[config.mk]
export PLATFORM = sky130hd
export DESIGN_NAME = mem_stage
export DESIGN_NICKNAME = d
export VERILOG_FILES = /design/src/rtl/cpu_pipe_pkg.sv /design/src/rtl/load_align.sv /design/src/rtl/mem_stage.sv
export SDC_FILE = /design/constraint.sdc
export NUM_CORES = 1
export LEC_CHECK = 0
export ABC_CLOCK_PERIOD_IN_PS = 6640
export BUFFER_PORTS_ARGS = -buffer_cell sky130_fd_sc_hd__buf_2
export CAP_MARGIN = 25
export CORE_MARGIN = 8
export CORE_UTILIZATION = 40
export DETAILED_ROUTE_END_ITERATION = 16
export MAX_ROUTING_LAYER = met4
export PLACE_DENSITY = 0.67
export SLEW_MARGIN = 20
export SYNTH_ARGS = -nofsm -noshare
export SYNTH_HDL_FRONTEND = slang
export SYNTH_SLANG_ARGS = --single-unit
[constraint.sdc]
create_clock -name clk -period 6.64 [get_ports clk]
set_clock_uncertainty 0.05 [all_clocks]
set_input_delay 1.992 -clock clk [delete_from_list [all_inputs] [get_ports clk]]
set_output_delay 1.992 -clock clk [all_outputs]
set_load 0.03 [all_outputs]
[src/rtl/cpu_pipe_pkg.sv]
`default_nettype none
// ============================================================================
// Module   : cpu_pipe_pkg
// Purpose  : Shared definitions for the in-order pipeline stages.
//            - Inter-stage bus widths.
//            - EXE-to-MEM and MEM-to-WB field offsets.
//            - Load-operation encodings.
// Ports    : none (package)
// Revision : 1.0  initial release
// ============================================================================
package cpu_pipe_pkg;

  localparam int EXE_BUS_W = 75;
  localparam int WB_BUS_W  = 70;
  localparam int FWD_W     = 39;

  // EXE_to_MEM_bus field positions
  localparam int E_MEM_REQ  = 74;
  localparam int E_IS_LOAD  = 73;
  localparam int E_LD_OP_HI = 72;
  localparam int E_LD_OP_LO = 70;
  localparam int E_GR_WE    = 69;
  localparam int E_DEST_HI  = 68;
  localparam int E_DEST_LO  = 64;
  localparam int E_ALU_HI   = 63;
  localparam int E_ALU_LO   = 32;
  localparam int E_PC_HI    = 31;
  localparam int E_PC_LO    = 0;

  // MEM_to_WB_bus field positions
  localparam int W_GR_WE  = 69;
  localparam int W_DEST_HI = 68;
  localparam int W_DEST_LO = 64;
  localparam int W_RES_HI  = 63;
  localparam int W_RES_LO  = 32;
  localparam int W_PC_HI   = 31;
  localparam int W_PC_LO   = 0;

  typedef enum logic [2:0] {
    LD_W  = 3'd0,
    LD_B  = 3'd1,
    LD_H  = 3'd2,
    LD_BU = 3'd3,
    LD_HU = 3'd4
  } ld_op_e;

endpackage
`default_nettype wire

[src/rtl/load_align.sv]
`default_nettype none
// ============================================================================
// Module   : load_align
// Purpose  : Selects the addressed byte/halfword of a load response word and
//            sign- or zero-extends it to 32 bits.
// Ports    : rdata_i  [31:0] raw word returned by the data SRAM
//            off_i    [1:0]  byte offset within the word
//            ld_op_i  [2:0]  load operation (LW/LB/LH/LBU/LHU)
//            data_o   [31:0] aligned, extended load value
// Revision : 1.0  initial release
// ============================================================================
module load_align
  import cpu_pipe_pkg::*;
(
  input  logic [31:0] rdata_i,
  input  logic [1:0]  off_i,
  input  logic [2:0]  ld_op_i,
  output logic [31:0] data_o
);

  logic [7:0]  byte_sel;
  logic [15:0] half_sel;

  always_comb begin
    byte_sel = rdata_i[{off_i, 3'b000} +: 8];
    // Halfword accesses use only the upper offset bit; off_i[0] is ignored.
    half_sel = off_i[1] ? rdata_i[31:16] : rdata_i[15:0];
    data_o   = rdata_i;
    case (ld_op_i)
      LD_B:    data_o = {{24{byte_sel[7]}}, byte_sel};
      LD_H:    data_o = {{16{half_sel[15]}}, half_sel};
      LD_BU:   data_o = {24'd0, byte_sel};
      LD_HU:   data_o = {16'd0, half_sel};
      // LD_W and the unused encodings return the whole word
      default: data_o = rdata_i;
    endcase
  end

endmodule
`default_nettype wire

[src/rtl/mem_stage.sv]
`default_nettype none
// ============================================================================
// Module   : mem_stage
// Purpose  : Memory-access stage between EXE and WB. Holds one instruction,
//            waits for its data-SRAM response, aligns load data, and drives
//            the WB bus and the ID forwarding/blocking bus.
// Ports    : clk, reset                   clock, synchronous active-high reset
//            EXE_to_MEM_valid/_bus        incoming instruction from EXE
//            MEM_allow                    MEM can accept this cycle
//            WB_allow                     WB can accept this cycle
//            MEM_to_WB_valid/_bus         outgoing instruction to WB
//            data_sram_data_ok/_rdata     data-SRAM response
//            MEM_to_ID_forward            {we, dest, result, load_block}
//            mem_stall_cycles             stall counter (MEM_STALL_CNT_EN only)
// Options  : MEM_STALL_CNT_EN  adds the mem_stall_cycles counter/port
// Revision : 1.0  initial release
// ============================================================================
module mem_stage
  import cpu_pipe_pkg::*;
(
  input  logic                 clk,
  input  logic                 reset,
  input  logic                 EXE_to_MEM_valid,
  input  logic [EXE_BUS_W-1:0] EXE_to_MEM_bus,
  output logic                 MEM_allow,
  input  logic                 WB_allow,
  output logic                 MEM_to_WB_valid,
  output logic [WB_BUS_W-1:0]  MEM_to_WB_bus,
  input  logic                 data_sram_data_ok,
  input  logic [31:0]          data_sram_rdata,
  output logic [FWD_W-1:0]     MEM_to_ID_forward
`ifdef MEM_STALL_CNT_EN
  ,
  output logic [31:0]          mem_stall_cycles
`endif
);

  logic                 mem_valid_q, mem_valid_d;
  logic [EXE_BUS_W-1:0] bus_q, bus_d;
  logic                 buf_valid_q, buf_valid_d;
  logic [31:0]          buf_data_q, buf_data_d;

  logic        mem_req, is_load, gr_we;
  logic [2:0]  ld_op;
  logic [4:0]  dest;
  logic [31:0] alu_result, pc;

  assign mem_req    = bus_q[E_MEM_REQ];
  assign is_load    = bus_q[E_IS_LOAD];
  assign ld_op      = bus_q[E_LD_OP_HI:E_LD_OP_LO];
  assign gr_we      = bus_q[E_GR_WE];
  assign dest       = bus_q[E_DEST_HI:E_DEST_LO];
  assign alu_result = bus_q[E_ALU_HI:E_ALU_LO];
  assign pc         = bus_q[E_PC_HI:E_PC_LO];

  logic        ready_go, leave, resp_take;
  logic [31:0] load_raw, load_ext, final_result;

  assign ready_go        = !mem_req || data_sram_data_ok || buf_valid_q;
  assign MEM_allow       = !mem_valid_q || (ready_go && WB_allow);
  assign MEM_to_WB_valid = mem_valid_q && ready_go;
  assign leave           = MEM_to_WB_valid && WB_allow;

  // Only a response belonging to the resident memory instruction is kept;
  // responses with no valid requester (e.g. left over from before a reset)
  // are dropped here.
  assign resp_take = data_sram_data_ok && mem_valid_q && mem_req && !buf_valid_q;

  // A live response takes precedence; otherwise replay the buffered one so
  // the data survives a WB back-pressure stall.
  assign load_raw = data_sram_data_ok ? data_sram_rdata : buf_data_q;

  load_align u_load_align (
    .rdata_i (load_raw),
    .off_i   (alu_result[1:0]),
    .ld_op_i (ld_op),
    .data_o  (load_ext)
  );

  assign final_result = (mem_req && is_load) ? load_ext : alu_result;

  assign MEM_to_WB_bus = {gr_we, dest, final_result, pc};

  assign MEM_to_ID_forward = {gr_we && mem_valid_q,
                              mem_valid_q ? dest : 5'd0,
                              final_result,
                              mem_valid_q && mem_req && is_load && !ready_go};

  always_comb begin
    mem_valid_d = mem_valid_q;
    bus_d       = bus_q;
    buf_valid_d = buf_valid_q;
    buf_data_d  = buf_data_q;
    if (MEM_allow) begin
      mem_valid_d = EXE_to_MEM_valid;
      if (EXE_to_MEM_valid) begin
        bus_d = EXE_to_MEM_bus;
      end
    end
    // Leaving wins over capture: a response consumed in the same cycle it
    // arrives never needs buffering.
    if (leave) begin
      buf_valid_d = 1'b0;
    end else if (resp_take) begin
      buf_valid_d = 1'b1;
      buf_data_d  = data_sram_rdata;
    end
  end

  always_ff @(posedge clk) begin
    if (reset) begin
      mem_valid_q <= 1'b0;
      bus_q       <= '0;
      buf_valid_q <= 1'b0;
      buf_data_q  <= '0;
    end else begin
      mem_valid_q <= mem_valid_d;
      bus_q       <= bus_d;
      buf_valid_q <= buf_valid_d;
      buf_data_q  <= buf_data_d;
    end
  end

`ifdef MEM_STALL_CNT_EN
  logic [31:0] stall_cnt_q, stall_cnt_d;

  // Counts cycles an instruction is resident but still waiting on memory;
  // wraps naturally at 2^32.
  assign stall_cnt_d      = (mem_valid_q && !ready_go) ? stall_cnt_q + 32'd1 : stall_cnt_q;
  assign mem_stall_cycles = stall_cnt_q;

  always_ff @(posedge clk) begin
    if (reset) begin
      stall_cnt_q <= '0;
    end else begin
      stall_cnt_q <= stall_cnt_d;
    end
  end
`else
  // No stall counter in this build.
`endif

endmodule
`default_nettype wire

== Word level (Yosys, flattened, before mapping) ==
Cells that the tools add are included.
Word-level totals
  register bits after elaboration: 109
  bits of input ports: 112
  output and inout bits: 111
  logic and storage cells: 36
Cells by class
  equal/unequal tests: 4
  shifts and indexed selects: 1
  multiplexer cells: 5
  bitwise gates (word level): 1
  reduce and logical (&&, ||, !) cells: 21
Operators with widths (count)
  32-bit case mux with 4 select lines: 1
  32-bit 2-to-1 mux: 2
  32-bit by 6-bit indexed part select with 8-bit output: 1
  16-bit 2-to-1 mux: 1
  1-bit logical AND: 11
  3-bit by 2-bit equality test with 1-bit output (second input constant): 2
  5-bit 2-to-1 mux: 1
  1-bit zero test: 4
  2-bit AND reduction: 2
  3-bit by 1-bit equality test with 1-bit output (second input constant): 1
  3-bit equality test (second input constant): 1
  1-bit logical OR: 3
  2-bit OR reduction: 1
  1-bit NOT: 1

== Longest topological paths before layout ==
Gate-level depths: netlist of the first run.
  depth after elaboration: 7
  mapped depth: 8
  gate-level depth less buffers: 5

== Modules after synthesis ==
From an unflattened synthesis of the first run, not the netlist that was laid out.
Unflattened totals
  cell total of the unflattened synthesis: 806
  area, all modules: 7442.1 um2
Modules (own cells, without submodules)
  mem_stage: instances 1, cells each 630, area an instance 6213.5 um2, seq. area each 2182.1 um2
  load_align: instances 1, cells each 176, area an instance 1228.7 um2, seq. area each 0.0 um2

== Worst setup path before layout of the first run ==
Ideal clock, no wire load.
  kind: input -> output
  start point: input port data_sram_data_ok
  end point: output port MEM_to_WB_bus[39]
  arrival time: 4106 ps
  required time: 4598 ps
  setup slack: 492 ps
  cell stages on the path: 6
  path buffers: 2
  cell sequence: buf_6 mux2i_1 o2bb2a_4 a21oi_1 o41ai_1 buf_4
Between the ends
  word-level cells in the longest chain between the ends: 4
  elaborated cells on any way between the ends: 5
  classes of those cells: shift: 1; mux: 4
Ends and longest elaborated chain
  start, declared: RTL line mem_stage.sv:29  | input logic data_sram_data_ok,
  32-bit 2-to-1 mux (*): RTL line mem_stage.sv:71  | assign load_raw = data_sram_data_ok ? data_sram_rdata : buf_data_q;
  32-bit by 6-bit indexed part select with 8-bit output / 16-bit 2-to-1 mux (equally long branches): RTL line load_align.sv:25, load_align.sv:27
  32-bit case mux with 4 select lines (*): RTL line load_align.sv:29  | case (ld_op_i)
  32-bit 2-to-1 mux (*): RTL line mem_stage.sv:80  | assign final_result = (mem_req && is_load) ? load_ext : alu_result;
  end, declared: RTL line mem_stage.sv:28  | output logic [WB_BUS_W-1:0] MEM_to_WB_bus,
Every way passes the cells marked *; elsewhere a longest branch is shown, timed or not.

== Final worst setup path of the first run ==
  start point: input port data_sram_data_ok
  end point: output port MEM_to_WB_bus[47]
The elaborated chain is that of the path after synthesis.

==> qor.csv, run 1 <==
metric;value;unit
syn avg cell area;7.70;um2
Starting Density;0.405;
RD Place Congestion;0.941;
largest cells by area after synthesis;dfxtp_1 (36%), a21oi_1 (9.4%), buf_4 (8.9%), nand3_1 (6.7%), nand2_1 (5.7%);
post-synthesis sequential area ratio;0.358;
# rows;45;
register area;2180;um2
final hold violations;0;
largest net degree at the start of global routing;77;
fin. max-slew vios;0;
r2r startpoint;mem_valid_q;
clock-pin slew on the worst setup and hold paths;0.07;ns
FF+latch count, synth;109;
Least-Margin Pin Slew;1.07;ns
ys async rst share;0;
Power, Total;1.57;mW
DRC;0;
TritonCTS clock tree;built;
Fin Hold WS;0.406;ns
antenna viol nets, final;0;
Reg power frac;0.447;
clock power share;0.331;
leading area contributor after synthesis;dfxtp_1;
DR WL/cell;18.8;um
gate count of the mapped netlist;791;
IO Pins;223;
CP endpoint kind;output port;
initial antenna violation count;1;
vias per cell;5.52;
die area;19400;um2
initial DRC count;388;
maximum clock frequency;0.162;GHz
I/O Buffers;222;
reg2reg path depth;4;
hold path startpoint;buf_data_q[19];
Critical Path RT;4.60;ns
Post-CTS Hold Buffers;0;
Root Driver;clkbuf_16;
die span in y;139;um
fin crit period;6.16;ns
CTS buffer count;9;
Hold Path Class;register to register;
DRT Wirelength;20400;um
Sw Pwr;0.516;mW
final period utilization;0.928;
Chip Width;139;um
overflow left after global routing;0;
nets@finish;1003;
Cell Area, Synth;6090;um2
vias;5991;
share of layout cells above drive strength 1;0.319;
router iterations before antenna repair;5;
H-Tree Level Count;3;
Setup Fix Bufs, Post-CTS;0;
total track usage;0.206;
Max Cap Violations;0;
crit path launch;data_sram_data_ok;
Post-synth EDFFs;0;
first-pass GRT wire length;31300;um
dpl hpwl;14400;um
Max Root-Sink Buffers;2;
Arrival @ worst endpoint;4.12;ns
RSZ-0062 raised after global routing;false;
relative slew slack;0.280;
dominant synthesized flop cell;dfxtp_1;
Worst Setup Start Kind;input pin;
Resized Gates After CTS;0;
cell area power density;226;nW/um2
Synth warnings;0;
internal cell power;1.06;mW
Net Sw Frac;0.328;
critical path type;input pin to output port;
post-layout util;0.463;
# fillers;1570;
worst vdd ir;0.000143;V
status;finished, final reports clean;
worst hold path depth;2;
P&R area growth vs syn;14.1;%
crit path max fanout;19;
# clock sinks;109;
area of the multi-input gates;3030;um2
Net Count, Synth;903;
combinational group share of total power;0.222;
Clock Latency Late Sink;0.35;ns
number of library cell types mapped by synthesis;54;
Leak Pwr;2.92;nW
vias in the first global route;5631;
top-area cell type share of the netlist area;0.358;
Core ar.;15000;um2
setup_tns;0;ns
final setup fails;0;
==> worst paths after layout <==
| check | endpoint | slack [ns] |
|---|---|---|
| max | MEM_to_WB_bus[47] | 0.48 |
| min | buf_data_q[19] | 0.41 |
| max reg2reg | buf_data_q[0] | 4.50 |
| min reg2reg | buf_data_q[19] | 0.41 |
==> synthesized netlist by cell type (all sizes together), types with 5 or more instances <==
library cell  count
nand2b            7
buf             103
nand3            82
dfxtp           109
a31oi            26
mux2i            11
nand2            92
a32oi             5
mux2             19
nor2b             8
nor2             35
and2              7
clkbuf           40
a21oi           115
o21ai            81
inv               6
==> registers in the layout, indices dropped and copies added, names as in the netlist <==
name,flops
buf_valid_q,1
buf_data_q,32
mem_valid_q,1
bus_q,75
==> final cells by class <==
cell class	count	area share
multi-input combinational	533	0.436
antenna	1	0.000360
inverter	6	0.00324
clock buffer	10	0.0344
sequential	109	0.314
clock inverter	6	0.00558
timing repair buffer	232	0.173
tap	188	0.0338
==> kinds of logic after synthesis <==
| kind of cell | count (synthesis) | share of synthesized area |
|---|---|---|
| AOI/OAI and AO/OA | 253 | 0.239 |
| and+or+nand+nor | 243 | 0.183 |
| buffers and inverters | 149 | 0.145 |
| DFF | 109 | 0.358 |
| muxes | 34 | 0.0692 |
| xor gates and xnor gates | 3 | 0.00555 |
==> layout by cell type (no fill, tap or decap), types with 5 or more instances in the layout <==
master,Yosys,routed
a31oi_1,25,25
nor2_1,33,33
nor2b_1,8,8
and2_1,7,7
clkbuf_16,0,9
nand2b_1,7,7
nand2_1,92,92
nand3_1,82,82
dfxtp_1,109,109
a32oi_1,5,5
mux2i_1,11,11
buf_2,24,221
a21oi_1,115,115
o21ai_0,68,68
buf_4,72,10
mux2_2,16,16
o21ai_1,13,13
==> layer usage <==
metal | up-vias | wire length, um | track usage
met2 | 226 | 10100 | 0.339
met5 | - | 0 | -
met1 | 2852 | 8540 | 0.247
li1 | 2896 | - | -
met3 | 17 | 1450 | 0.0520
met4 | 0 | 310 | 0.0497
==> worst max-delay path, cell delays in order <==
cell and delay [ns]:
buf_2 0.43, mux2i_1 0.49, o2bb2a_4 0.24, a31oi_4 0.45, a31oi_1 0.25, buf_2 0.25
==> per-stage QoR <==
step,setup slack [ns],std cells,cell area (um2)
after floorplan,0.492,791,6090
after global placement,0.603,1067,6650
final,0.475,1085,6950
after CTS,0.504,1084,6950
after detailed placement,0.515,1068,6670
after global routing,0.392,1085,6950
==> power groups by stage <==
stage               registers (mW)  clock network, mW  logic (mW)
floorplan                    0.707                  0       0.277
global placement             0.717                  0       0.347
detailed placement           0.718                  0       0.350
CTS                          0.703              0.530       0.350
global route                 0.707              0.556       0.375
finish                       0.703              0.521       0.350
No activity file was read; power rests on OpenSTA's default activity.
==> run 2: changes to the inputs <==
--- a/config.mk
+++ b/config.mk
@@ -5,14 +5,14 @@
 export SDC_FILE = /design/constraint.sdc
 export NUM_CORES = 1
 export LEC_CHECK = 0
+export ABC_AREA = 1
 export ABC_CLOCK_PERIOD_IN_PS = 6640
-export BUFFER_PORTS_ARGS = -buffer_cell sky130_fd_sc_hd__buf_2
 export CAP_MARGIN = 25
 export CORE_MARGIN = 8
 export CORE_UTILIZATION = 40
 export DETAILED_ROUTE_END_ITERATION = 16
+export DONT_BUFFER_PORTS = 1
 export MAX_ROUTING_LAYER = met4
-export PLACE_DENSITY = 0.67
 export SLEW_MARGIN = 20
 export SYNTH_ARGS = -nofsm -noshare
 export SYNTH_HDL_FRONTEND = slang
==> run 2 against run 1 <==
  * Power down 1.7%
  * Worst hold slack better by 0.00074 ns
  * Via count is 1.1% lower
  * Worst setup slack gained 0.43 ns
  * Area after synthesis grew 7.4%
  * Final cell count rose by 4.1%
  * Critical path depth grew 4
  * Count of clock-buffer cells in the layout is 1 lower
  * Final area shrank 10%
  * Critical path type unchanged
  * Core utilization down 7.0 points
  * Flip-flop and latch count did not move
  * Non-clock buffer count down 223
==> qor.csv, run 2 <==
metric;value;unit
final setup fails;0;
DRT Wirelength;20200;um
router iterations before antenna repair;5;
Starting Density;0.411;
Chip Width;144;um
top-area cell type share of the netlist area;0.333;
GR Util met2;0.310;
share of layout cells above drive strength 1;0.0789;
r2r startpoint;mem_valid_q;
RSZ-0062 raised after global routing;false;
ys async rst share;0;
CP max-delay cell;nand2_1;
crit path max fanout;37;
largest cells by area after synthesis;dfxtp_1 (33%), nand2_1 (17%), nand3_1 (13%), buf_4 (8.5%), a21oi_1 (5.7%);
Worst Setup Start Kind;input pin;
nets@finish;1020;
critical path type;input pin to output port;
maximum clock frequency;0.174;GHz
largest net degree at the start of global routing;78;
flip-flop count of the largest register after layout;75;
number of library cell types mapped by synthesis;24;
Post-synth EDFFs;0;
Critical Path RT;4.60;ns
Hold Path Class;register to register;
Max Root-Sink Buffers;2;
Regs by FF count;bus_q x75, buf_data_q x32;
antenna viol nets, final;0;
overflow left after global routing;0;
most common cell after layout, fill and taps aside;nand2_1;
cell area power density;247;nW/um2
count leader, synth;nand2_1;
# clock sinks;109;
max incr delay on CP;0.47;ns
P&R area growth vs syn;-4.38;%
status;finished, final reports clean;
Least-Margin Pin Slew;0.925;ns
Ant. Diodes;0;
crit path to;MEM_to_ID_forward[11];
Critical Path Stages;10;
vias in the first global route;5636;
TritonCTS clock tree;built;
gate count of the mapped netlist;1029;
critical path's top delay family;simple AND/OR/NAND/NOR gates;
largest reg by FF count;bus_q;
worst vdd ir;0.000147;V
die span in y;144;um
total track usage;0.200;
IO Pins;223;
FF+latch count, synth;109;
vias;5924;
fin crit period;5.74;ns
die area;20700;um2
Setup Fix Bufs, Post-CTS;0;
CTS buffer count;9;
Reg-to-Reg End;buf_data_q[9];
most crowded layer after global routing;met2;
final worst setup slack;0.901;ns
Post-CTS Hold Buffers;0;
dominant synthesized flop cell;dfxtp_1;
# rows;46;
crit path launch;data_sram_data_ok;
first-pass GRT wire length;31400;um
dpl hpwl;14600;um
pre-CTS setup slack;0.906;ns
CP endpoint kind;output port;
most frequent cells in the layout;nand2_1 (288), nand3_1 (165), dfxtp_1 (109);
final period utilization;0.864;
Cell Chain, Critical Path;inv_2, buf_4, nand2_1, nand2_1, nor2_1, nor3_1, nor2_1, nand2_1, nand2_1, nand2_1;
reg2reg path depth;8;
area of the multi-input gates;3180;um2
fin. max-slew vios;0;
I/O Buffers;0;
Max Cap Violations;0;
top cells by count, synth;nand2_1 (288), nand3_1 (165), dfxtp_1 (109);
vias per cell;5.25;
DR WL/cell;17.9;um
Root Driver;clkbuf_16;
Core ar.;15900;um2
DRC;0;
H-Tree Level Count;3;
setup_tns;0;ns
relative slew slack;0.383;
Leak Pwr;2.91;nW
post-synthesis sequential area ratio;0.333;
Arrival @ worst endpoint;3.70;ns
Net Count, Synth;1141;
register area;2180;um2
most used cell, CP;nand2_1;
syn avg cell area;6.36;um2
clock-pin slew on the worst setup and hold paths;0.08;ns
initial DRC count;350;
RD Place Congestion;0.875;
met3 usage;0.0521;
Resized Gates After CTS;0;
leading area contributor after synthesis;dfxtp_1;
grt met1 use;0.243;
worst path buffer plus inverter count;2;
Cell Area, Synth;6550;um2
reg2reg setup slack;4.47;ns
Clock Latency Late Sink;0.35;ns
final hold violations;0;
initial antenna violation count;0;
Synth warnings;0;
# fillers;1775;
run 2: cell count changes in the layout (fill, tap and decap cells not counted), sizes merged, moves of 19 or more:
| cell | change |
|---|---|
| nand3 | +83 |
| mux2 | -19 |
| a21oi | -30 |
| a31oi | -26 |
| buf | -223 |
| inv | +66 |
| nor2 | +58 |
| nand2 | +211 |
| o21ai | -38 |
run 2: kinds of logic (layout without fill, tap and decap cells):
group | Yosys count | count (layout) | synth area share
AO/OA/AOI/OAI | 129 | 129 | 0.105
buffers and inverters | 210 | 94 | 0.181
flip-flops | 109 | 109 | 0.333
AND/OR/NAND/NOR | 581 | 581 | 0.381
run 2: metal layers:
layer	wire (um)	vias up
met5	0	-
met4	545	0
met3	1650	33
met2	9390	227
met1	8650	2707
li1	-	2957
run 2: layout make-up:
cell class	instances	area share
flip-flops and latches	109	0.349
clock inverters	7	0.0118
multi-input cells	710	0.508
inverters	69	0.0414
repair buffers	9	0.0108
well taps	216	0.0432
clock buffers	9	0.0360
run 2: stage by stage:
stage / total power [mW] / utilization / hold slack, ns / area [um2] / std cells
2_1_floorplan: 1.02 / - / 0.385 / 6550 / 1029
4_1_cts: 1.56 / 0.393 / 0.404 / 6260 / 1129
5_1_grt: 1.63 / 0.393 / 0.422 / 6260 / 1129
3_3_place_gp: 1.01 / 0.374 / 0.392 / 5960 / 1113
3_5_place_dp: 1.01 / 0.374 / 0.391 / 5960 / 1113
6_report: 1.55 / 0.393 / 0.407 / 6260 / 1129
run 2: where the power goes:
part	internal (mW)	switching, mW	total, mW
registers	0.683	0.0494	0.732
logic	0.0686	0.195	0.264
clock network	0.269	0.281	0.550
run 2: worst min-delay path, stage by stage, from the launching register on:
cell and delay (ns):
dfxtp_1 0.31, nand2_1 0.06, a21oi_1 0.05
run 2: worst min path at each step:
| stage | startpoint | endpoint | slack, ns | depth (start not counted) |
|---|---|---|---|---|
| final | bus_q[60] | bus_q[60] | 0.41 | 2 |
| after global routing | bus_q[57] | bus_q[57] | 0.42 | 2 |
| after CTS | bus_q[60] | bus_q[60] | 0.40 | 2 |
| after detailed placement | bus_q[60] | bus_q[60] | 0.39 | 2 |
| after global placement | bus_q[57] | bus_q[57] | 0.39 | 2 |
| after floorplan | bus_q[48] | bus_q[48] | 0.39 | 2 |
